File: src/rtl/block_packer.sv
// block_packer: measures the bit length of a modulus, then packs received
// bytes into (n_len-1)-bit blocks and hands each one to a modular
// exponentiator with a ready/start handshake.
// Optional build macro BLOCK_PACKER_MSB_FIRST_EN: bytes are consumed MSB
// first and blocks fill from their top bit down.

module block_packer #(
    parameter int KEY_W  = 32,
    parameter int BYTE_W = 8,
    parameter int LEN_W  = $clog2(KEY_W + 1)
) (
    input  logic              clk,
    input  logic              rst,
    input  logic              start,
    input  logic [KEY_W-1:0]  n_key,
    input  logic              ready_in,
    input  logic              eot_in,
    input  logic [BYTE_W-1:0] data_in,
    input  logic              fme_ready,
    output logic              clear_rx_flag,
    output logic              start_out,
    output logic [LEN_W-1:0]  n_len_out,
    output logic [LEN_W-1:0]  blk_len_out,
    output logic              fme_start,
    output logic [KEY_W-1:0]  fme_data,
    output logic              busy,
    output logic              done,
    output logic              err
);

    localparam int BCW = $clog2(BYTE_W + 1);

    typedef enum logic [1:0] {IDLE, SIZING, PACK, ISSUE} state_t;

    state_t            state_q, state_d;
    logic [KEY_W-1:0]  key_q, key_d;
    logic [LEN_W-1:0]  n_len_q, n_len_d;
    logic [LEN_W-1:0]  blk_len_q, blk_len_d;
    logic [LEN_W-1:0]  cnt_q, cnt_d;
    logic [BYTE_W-1:0] byte_q, byte_d;
    logic [BCW-1:0]    bcnt_q, bcnt_d;
    logic [KEY_W-1:0]  acc_q, acc_d;
    logic              eot_q, eot_d;
    logic [KEY_W-1:0]  fme_data_q, fme_data_d;
    logic              clear_q, clear_d;
    logic              start_out_q, start_out_d;
    logic              fme_start_q, fme_start_d;
    logic              done_q, done_d;
    logic              err_q, err_d;

    logic              take_bit;
    logic              bit_v;
    logic [BYTE_W-1:0] byte_src;
    logic [BYTE_W-1:0] byte_shift;
    logic [LEN_W-1:0]  bit_pos;
    logic [LEN_W-1:0]  len_fin;

    // Register bank: FSM state, datapath and all registered outputs.
    // NOTE: sequential state uses non-blocking assignments so every register
    // samples pre-edge values; reset clears every register asynchronously.
    always_ff @(posedge clk or negedge rst) begin
        if (!rst) begin
            state_q     <= IDLE;
            key_q       <= '0;
            n_len_q     <= '0;
            blk_len_q   <= '0;
            cnt_q       <= '0;
            byte_q      <= '0;
            bcnt_q      <= '0;
            acc_q       <= '0;
            eot_q       <= 1'b0;
            fme_data_q  <= '0;
            clear_q     <= 1'b0;
            start_out_q <= 1'b0;
            fme_start_q <= 1'b0;
            done_q      <= 1'b0;
            err_q       <= 1'b0;
        end else begin
            state_q     <= state_d;
            key_q       <= key_d;
            n_len_q     <= n_len_d;
            blk_len_q   <= blk_len_d;
            cnt_q       <= cnt_d;
            byte_q      <= byte_d;
            bcnt_q      <= bcnt_d;
            acc_q       <= acc_d;
            eot_q       <= eot_d;
            fme_data_q  <= fme_data_d;
            clear_q     <= clear_d;
            start_out_q <= start_out_d;
            fme_start_q <= fme_start_d;
            done_q      <= done_d;
            err_q       <= err_d;
        end
    end

    // Next-state and next-datapath logic for sizing, packing and issuing.
    // NOTE: every variable gets a default first so no path infers a latch.
    always_comb begin
        state_d     = state_q;
        key_d       = key_q;
        n_len_d     = n_len_q;
        blk_len_d   = blk_len_q;
        cnt_d       = cnt_q;
        byte_d      = byte_q;
        bcnt_d      = bcnt_q;
        acc_d       = acc_q;
        eot_d       = eot_q;
        fme_data_d  = fme_data_q;
        clear_d     = 1'b0;
        start_out_d = 1'b0;
        fme_start_d = 1'b0;
        done_d      = 1'b0;
        err_d       = 1'b0;
        take_bit    = 1'b0;
        len_fin     = n_len_q + LEN_W'(key_q[0]);

        // A fresh byte is consumed straight from data_in in its load cycle.
        byte_src = (bcnt_q == '0) ? data_in : byte_q;
`ifdef BLOCK_PACKER_MSB_FIRST_EN
        bit_v      = byte_src[BYTE_W-1];
        byte_shift = byte_src << 1;
        bit_pos    = blk_len_q - cnt_q - LEN_W'(1);
`else
        bit_v      = byte_src[0];
        byte_shift = byte_src >> 1;
        bit_pos    = cnt_q;
`endif

        unique case (state_q)
            IDLE: begin
                if (start) begin
                    key_d     = n_key;
                    n_len_d   = '0;
                    blk_len_d = '0;
                    cnt_d     = '0;
                    bcnt_d    = '0;
                    acc_d     = '0;
                    eot_d     = 1'b0;
                    clear_d   = 1'b1;
                    state_d   = SIZING;
                end
            end
            SIZING: begin
                // Finish in the cycle the last set bit is counted.
                if (key_q[KEY_W-1:1] == '0) begin
                    n_len_d = len_fin;
                    if (len_fin < LEN_W'(2)) begin
                        err_d   = 1'b1;
                        state_d = IDLE;
                    end else begin
                        start_out_d = 1'b1;
                        blk_len_d   = len_fin - LEN_W'(1);
                        state_d     = PACK;
                    end
                end else begin
                    key_d   = key_q >> 1;
                    n_len_d = n_len_q + LEN_W'(1);
                end
            end
            PACK: begin
                if (bcnt_q != '0) begin
                    take_bit = 1'b1;
                    bcnt_d   = bcnt_q - BCW'(1);
                end else if (ready_in) begin
                    take_bit = 1'b1;
                    clear_d  = 1'b1;
                    bcnt_d   = BCW'(BYTE_W - 1);
                end else if (eot_in) begin
                    clear_d = 1'b1;
                    if (cnt_q != '0) begin
                        // Unfilled positions are already zero: padding is free.
                        eot_d   = 1'b1;
                        state_d = ISSUE;
                    end else begin
                        done_d  = 1'b1;
                        state_d = IDLE;
                    end
                end
                if (take_bit) begin
                    byte_d = byte_shift;
                    acc_d  = acc_q | (KEY_W'(bit_v) << bit_pos);
                    cnt_d  = cnt_q + LEN_W'(1);
                    if (cnt_q + LEN_W'(1) == blk_len_q) begin
                        state_d = ISSUE;
                    end
                end
            end
            ISSUE: begin
                if (fme_ready) begin
                    fme_start_d = 1'b1;
                    fme_data_d  = acc_q;
                    acc_d       = '0;
                    cnt_d       = '0;
                    if (eot_q) begin
                        done_d  = 1'b1;
                        eot_d   = 1'b0;
                        state_d = IDLE;
                    end else begin
                        state_d = PACK;
                    end
                end
            end
            default: state_d = IDLE;
        endcase
    end

    assign busy          = (state_q != IDLE);
    assign clear_rx_flag = clear_q;
    assign start_out     = start_out_q;
    assign n_len_out     = n_len_q;
    assign blk_len_out   = blk_len_q;
    assign fme_start     = fme_start_q;
    assign fme_data      = fme_data_q;
    assign done          = done_q;
    assign err           = err_q;

endmodule

File: config.mk
export PLATFORM = sky130hd
export DESIGN_NAME = block_packer
export DESIGN_NICKNAME = d
export VERILOG_FILES = /design/src/rtl/block_packer.sv
export SDC_FILE = /design/constraint.sdc
export NUM_CORES = 1
export LEC_CHECK = 0
export BUFFER_PORTS_ARGS = -buffer_cell sky130_fd_sc_hd__buf_2
export CAP_MARGIN = 40
export CORE_UTILIZATION = 55
export DETAILED_ROUTE_END_ITERATION = 10
export PLACE_DENSITY_LB_ADDON = 0.25
export SLEW_MARGIN = 15
export SYNTH_ARGS = -nofsm -noshare
export SYNTH_HDL_FRONTEND = slang
export SYNTH_SLANG_ARGS = --single-unit
File: constraint.sdc
create_clock -name clk -period 2.7 [get_ports clk]
set_input_delay 0.135 -clock clk [delete_from_list [all_inputs] [get_ports clk]]
set_output_delay 0.135 -clock clk [all_outputs]
set_load 0.05 [all_outputs]
# [Word level (Yosys, flattened, before mapping)]
# Index checks and enable logic that the tools add are counted.
[op_classes] muxes=63 reduce_logical=18 n_lt_le_gt_ge=1 addsub=5 eq_ne=15 shift=1 bitwise=1
[op_table] operator="two-way mux 32 bit" count=5
[op_table] operator="one-hot mux 32 bit (3 select lines)" count=1
[op_table] operator="one-hot mux 32 bit (2 select lines)" count=1
[op_table] operator="two-way mux 6 bit" count=6
[op_table] operator="bitwise OR 32 bit" count=1
[op_table] operator="left shift 1 x 6 -> 32 bit" count=1
[op_table] operator="zero test 31 bit" count=1
[op_table] operator="two-way mux 1 bit" count=27
[op_table] operator="one-hot mux 6 bit (2 select lines)" count=2
[op_table] operator="two-way mux 2 bit" count=11
[op_table] operator="inequality test 2 bit (second input constant)" count=10
[op_table] operator="one-hot mux 6 bit (3 select lines)" count=1
[op_table] operator="adder 6 x 1 -> 6 bit (second input constant)" count=2
[op_table] operator="two-way mux 4 bit" count=3
[op_table] operator="AND reduction 3 bit" count=3
[op_table] operator="two-way mux 8 bit" count=1
[op_table] operator="one-hot mux 2 bit (4 select lines)" count=1
[op_table] operator="one-hot mux 4 bit (2 select lines)" count=1
[op_table] operator="AND reduction 4 bit" count=2
[op_table] operator="AND reduction 7 bit" count=1
[op_table] operator="adder 6 x 1 -> 6 bit" count=1
[op_table] operator="equality test 6 bit" count=1
[op_table] operator="< comparator 6 x 2 -> 1 bit (second input constant)" count=1
[op_table] operator="AND reduction 2 bit" count=3
[op_table] operator="13 further kinds" count=17
[word_totals] wordCells=119 input_bits=46 output_inout_bits=50 reg_bits=133

# [Logic depth before layout (Yosys ltp)]
[logic_depth] word_depth=8 depth_mapped=8 depth_no_buf=7

# [Least setup slack after synthesis]
# No wires, ideal clock.
[synth_timing] kind="flip-flop to flip-flop" start="register n_len_q[0], in the netlist n_len_out[0]" end="register blk_len_q[2], in the netlist blk_len_out[2]" arrival_time_ps=2438 slack_ps=137 path_stages_with_launch=8 period_less_slack_ps=2563 setup_time_ps=125 t_required_ps=2575 path_buffers=0 cell_sequence="dfrtp_1 -> ha_1 -> ha_1 -> nand3_1 -> xor2_1 -> nand2_1 -> o32a_2 -> mux2_4"
[synth_via] elab_chain_cells=5 elab_cells_between_ends=8 cone_classes="add/sub: 2; order compare: 1; eq/ne: 1; mux: 3; reduce/logical: 1"
[synth_rtl] element="start, declared" line="37" text="logic [LEN_W-1:0] n_len_q, n_len_d;"
[synth_rtl] element="start signal, assigned" line="81" text="n_len_q <= n_len_d;"
[synth_rtl] element="adder 6 x 1 -> 6 bit (*)" line="116" text="len_fin = n_len_q + LEN_W'(key_q[0]);"
[synth_rtl] element="subtractor 6 x 1 -> 6 bit" line="153" text="blk_len_d = len_fin - LEN_W'(1);"
[synth_rtl] element="two-way mux 6 bit" line="148" text="if (len_fin < LEN_W'(2)) begin"
[synth_rtl] element="two-way mux 6 bit" line="146" text="if (key_q[KEY_W-1:1] == '0) begin"
[synth_rtl] element="one-hot mux 6 bit (2 select lines)" line="130" text="unique case (state_q)"
[synth_rtl] element="end signal, assigned" line="82" text="blk_len_q <= blk_len_d;"
[synth_rtl] element="end, declared" line="38" text="logic [LEN_W-1:0] blk_len_q, blk_len_d;"
# Every way passes the cells marked *; elsewhere a longest branch is shown, timed or not. The select of a mux whose other input is x is not followed.
# A chain may end at the register's enable or synchronous reset.

# [Worst setup path after layout]
[layout_timing] start="register n_len_q[0], in the netlist n_len_out[0]" end="register blk_len_q[4], in the netlist blk_len_out[4]"
# The elaborated chain is that of the path after synthesis.

==> impl_metrics.tcl <==
set metrics [dict create \
    status "finished clean" \
    post_cts_buffers 0 \
    tritoncts "yes" \
    period_needed_ns 2.469 \
    clockRootBuffer "clkbuf_16" \
    cp-start-kind "flop" \
    ys_warn_count 0 \
    clockBufferDepth 2 \
    synth_edf_count 0 \
    crit_top_cell "ha_1" \
    ys_async_sr_fraction 1.000 \
    cts_made_buffers 17 \
    multi_input_area_um2 2917 \
    path_delay_family "adder cells" \
    num-nets-final 812 \
    hpwl_um 9964 \
    syn_avg_cell_area_um2 9.756 \
    cp_num_cells 7 \
    hp-class "in2reg" \
    fin_ws_ns 0.2315 \
    die_width_um 110.4 \
    grt_usage 0.2494 \
    crit_buf_inv 0 \
    grt_pass1_wl_um 23090 \
    synth_top_area_share 0.5153 \
    postSynthNetCount 715 \
    fmax_mhz 405.1 \
    critical_path.startpoint "n_len_out[0]" \
    tightest_slew_ns 0.6463 \
    grt_overflow 0 \
    yosys.area.top_type "dfrtp_1" \
    finalSetupViolCount 0 \
    io_buffers 95 \
    worstSkewPairLatency_ns 0.42 \
    h-tree-depth 4 \
    synth_cell_types 57 \
    fillers 898 \
    cp_max_fo 6 \
    critical-path-slowest-cell "o32a_2" \
    utilization 0.6759 \
    drive_gt1_frac 0.2435 \
    maxSlewViolCount 0 \
    clock_skew_ns 0.01241 \
    fin_hold_ws_ns 0.02901 \
    grt_setup_unrepaired "no" \
    worstPathCellList "ha_1 > ha_1 > nand3_1 > xor2_1 > nand2_1 > o32a_2 > mux2_4" \
    tns_ns 0 \
    ys_seq_area_frac 0.5153 \
    cp.required_ns 2.99 \
    place_worst_setup_slack_ns 0.2738 \
    crit_type "reg2reg" \
    synth_flop_cell "dfrtp_1" \
    worstPathArrival_ns 2.76 \
    synth_cells 662 \
    syn-cell-area_um2 6459 \
    power_mw 8.648 \
    synth.area.top_cells "dfrtp_1 (52%), nand2_1 (13%), mux2_4 (7.4%)" \
    p_leak_nw 4.035 \
    wl_per_cell_um 15.32 \
    ir_worst_vdd_v 0.0007004 \
    die_y_um 110.4 \
    n_antenna_cell 0 \
    ys_seq_elements 133 \
    cts_resized 0 \
    drtPass1Iterations 4 \
    grt_pass1_vias 4797 \
    start_util 0.5656 \
    drcViolationCount 0 \
    synth.most_common_cell "nand2_1" \
    maxCapViolations 0 \
    dr.first_iter.drc_count 300 \
    slowest_delay_ns 0.49 \
    routed-via-count 5045 \
    rr_startpoint "n_len_out[0]" \
    ant_nets 0 \
    via_per_inst 5.514 \
    antenna_found_initial 1 \
    clock-sinks 133 \
    reg2reg_to "blk_len_out[4]" \
    routed_wl_um 14020 \
    path_clk_slew_ns 0.06 \
    die_area_um2 12180 \
    reg2reg_slack_ns 0.23 \
    ff_latch_area_um2 3328 \
    crit_end "blk_len_out[4]" \
    ios 96 \
    fin_crit_sh 0.9143 \
    hold_viol_final 0 \
    slew_headroom 0.5680 \
    core_um2 11420 \
    routabilityCongestion 0.8912 \
    grt_max_degree 72 \
    cp-end-kind "flop" \
    ff2ff_path_depth 7 \
    power_density_nw_per_um2 1121 \
    area_delta_synth_final_pct 19.49 \
    synthTopCellsByCount "nand2_1 (228), dfrtp_1 (133), mux2_4 (32), o21ai_0 (32), a22o_1 (23)" \
    std_cell_rows 39 \
]
cells by family (layout without fill, tap and decap cells):
logic type               Yosys count  in the layout  share of synthesized area
AND/OR/NAND/NOR                  320            320                     0.2206
XOR/XNOR                          16             16                    0.02170
multiplexers                      44             44                    0.09337
buffers and inverters             48            158                    0.03390
flip-flops                       133            133                     0.5153
AO/OA/AOI/OAI                     94             94                     0.1015
adder cells (fa/ha/maj)            7              7                    0.01356
per-layer routing:
layer,wire length (um),GRT usage,vias up
met5,10,0,-
met4,269,0.1006,2
li1,-,-,2442
met1,6227,0.3247,2433
met2,6768,0.3975,144
met3,746,0.06467,24
final cells by class:
type                       count  share of cell area
inverter                      14            0.006809
clock inverter                12             0.01800
tap                          143             0.02318
sequential                   133              0.4313
multi-input combinational    481              0.3779
clock buffer                  20             0.06047
timing repair buffer         112             0.08236
through the flow:
stage / area [um^2] / cells
5_1_grt: 7717 / 915
6_report: 7717 / 915
3_3_place_gp: 7057 / 878
4_1_cts: 7717 / 915
3_5_place_dp: 7072 / 879
2_1_floorplan: 6459 / 662
how the worst min path moves through the flow:
stage | startpoint | cells past startpoint | slack, ns | end
floorplan | rst | 0 | -0.16 | acc_q[0]
global placement | rst | 1 | 0.13 | bcnt_q[1]
detailed placement | rst | 1 | 0.14 | bcnt_q[1]
CTS | data_in[4] | 3 | 0.02 | byte_q[3]
global route | data_in[4] | 3 | 0.04 | byte_q[3]
finish | data_in[4] | 3 | 0.03 | byte_q[3]
repair_timing:
action / CTS / global route
setup endpoints to repair: 0 / 0
hold endpoints to repair: 38 / 0
hold buffers: 4 / 0
flip-flops by register name, summed over array words and instances (netlist names), 2 cells and up:
signal	cells
bcnt_q	4
state_q	2
fme_data	32
n_len_out	6
blk_len_out	6
bit_pos	6
byte_q	7
key_q	32
acc_q	32
placed cells by master, fill, tap and decap left out, types with 9 or more instances in the layout:
cell type / netlist / final
nand3_1: 18 / 18
mux2i_1: 10 / 10
clkbuf_16: 0 / 17
buf_2: 4 / 94
dfrtp_1: 133 / 133
a22o_1: 23 / 23
mux2_4: 32 / 32
nor2_1: 14 / 13
buf_4: 1 / 12
inv_1: 13 / 13
xor2_1: 9 / 9
o21ai_0: 32 / 32
nand2_1: 228 / 228
worst reg2reg max path, cell delays in order, from the launching register on:
cell     delay, ns
dfrtp_1       0.43
ha_1          0.26
ha_1          0.25
nand3_1       0.11
xor2_1        0.33
nand2_1       0.16
o32a_2        0.49
mux2_4        0.32
power by group:
part	total [mW]	switching [mW]	leakage, nW	internal, mW
sequential	2.93	0.477	1.77	2.46
clock	2.34	0.894	0.299	1.45
combinational	3.37	1.90	1.97	1.47
total	8.65	3.27	4.04	5.37
Power figures use the tool's default switching activity.
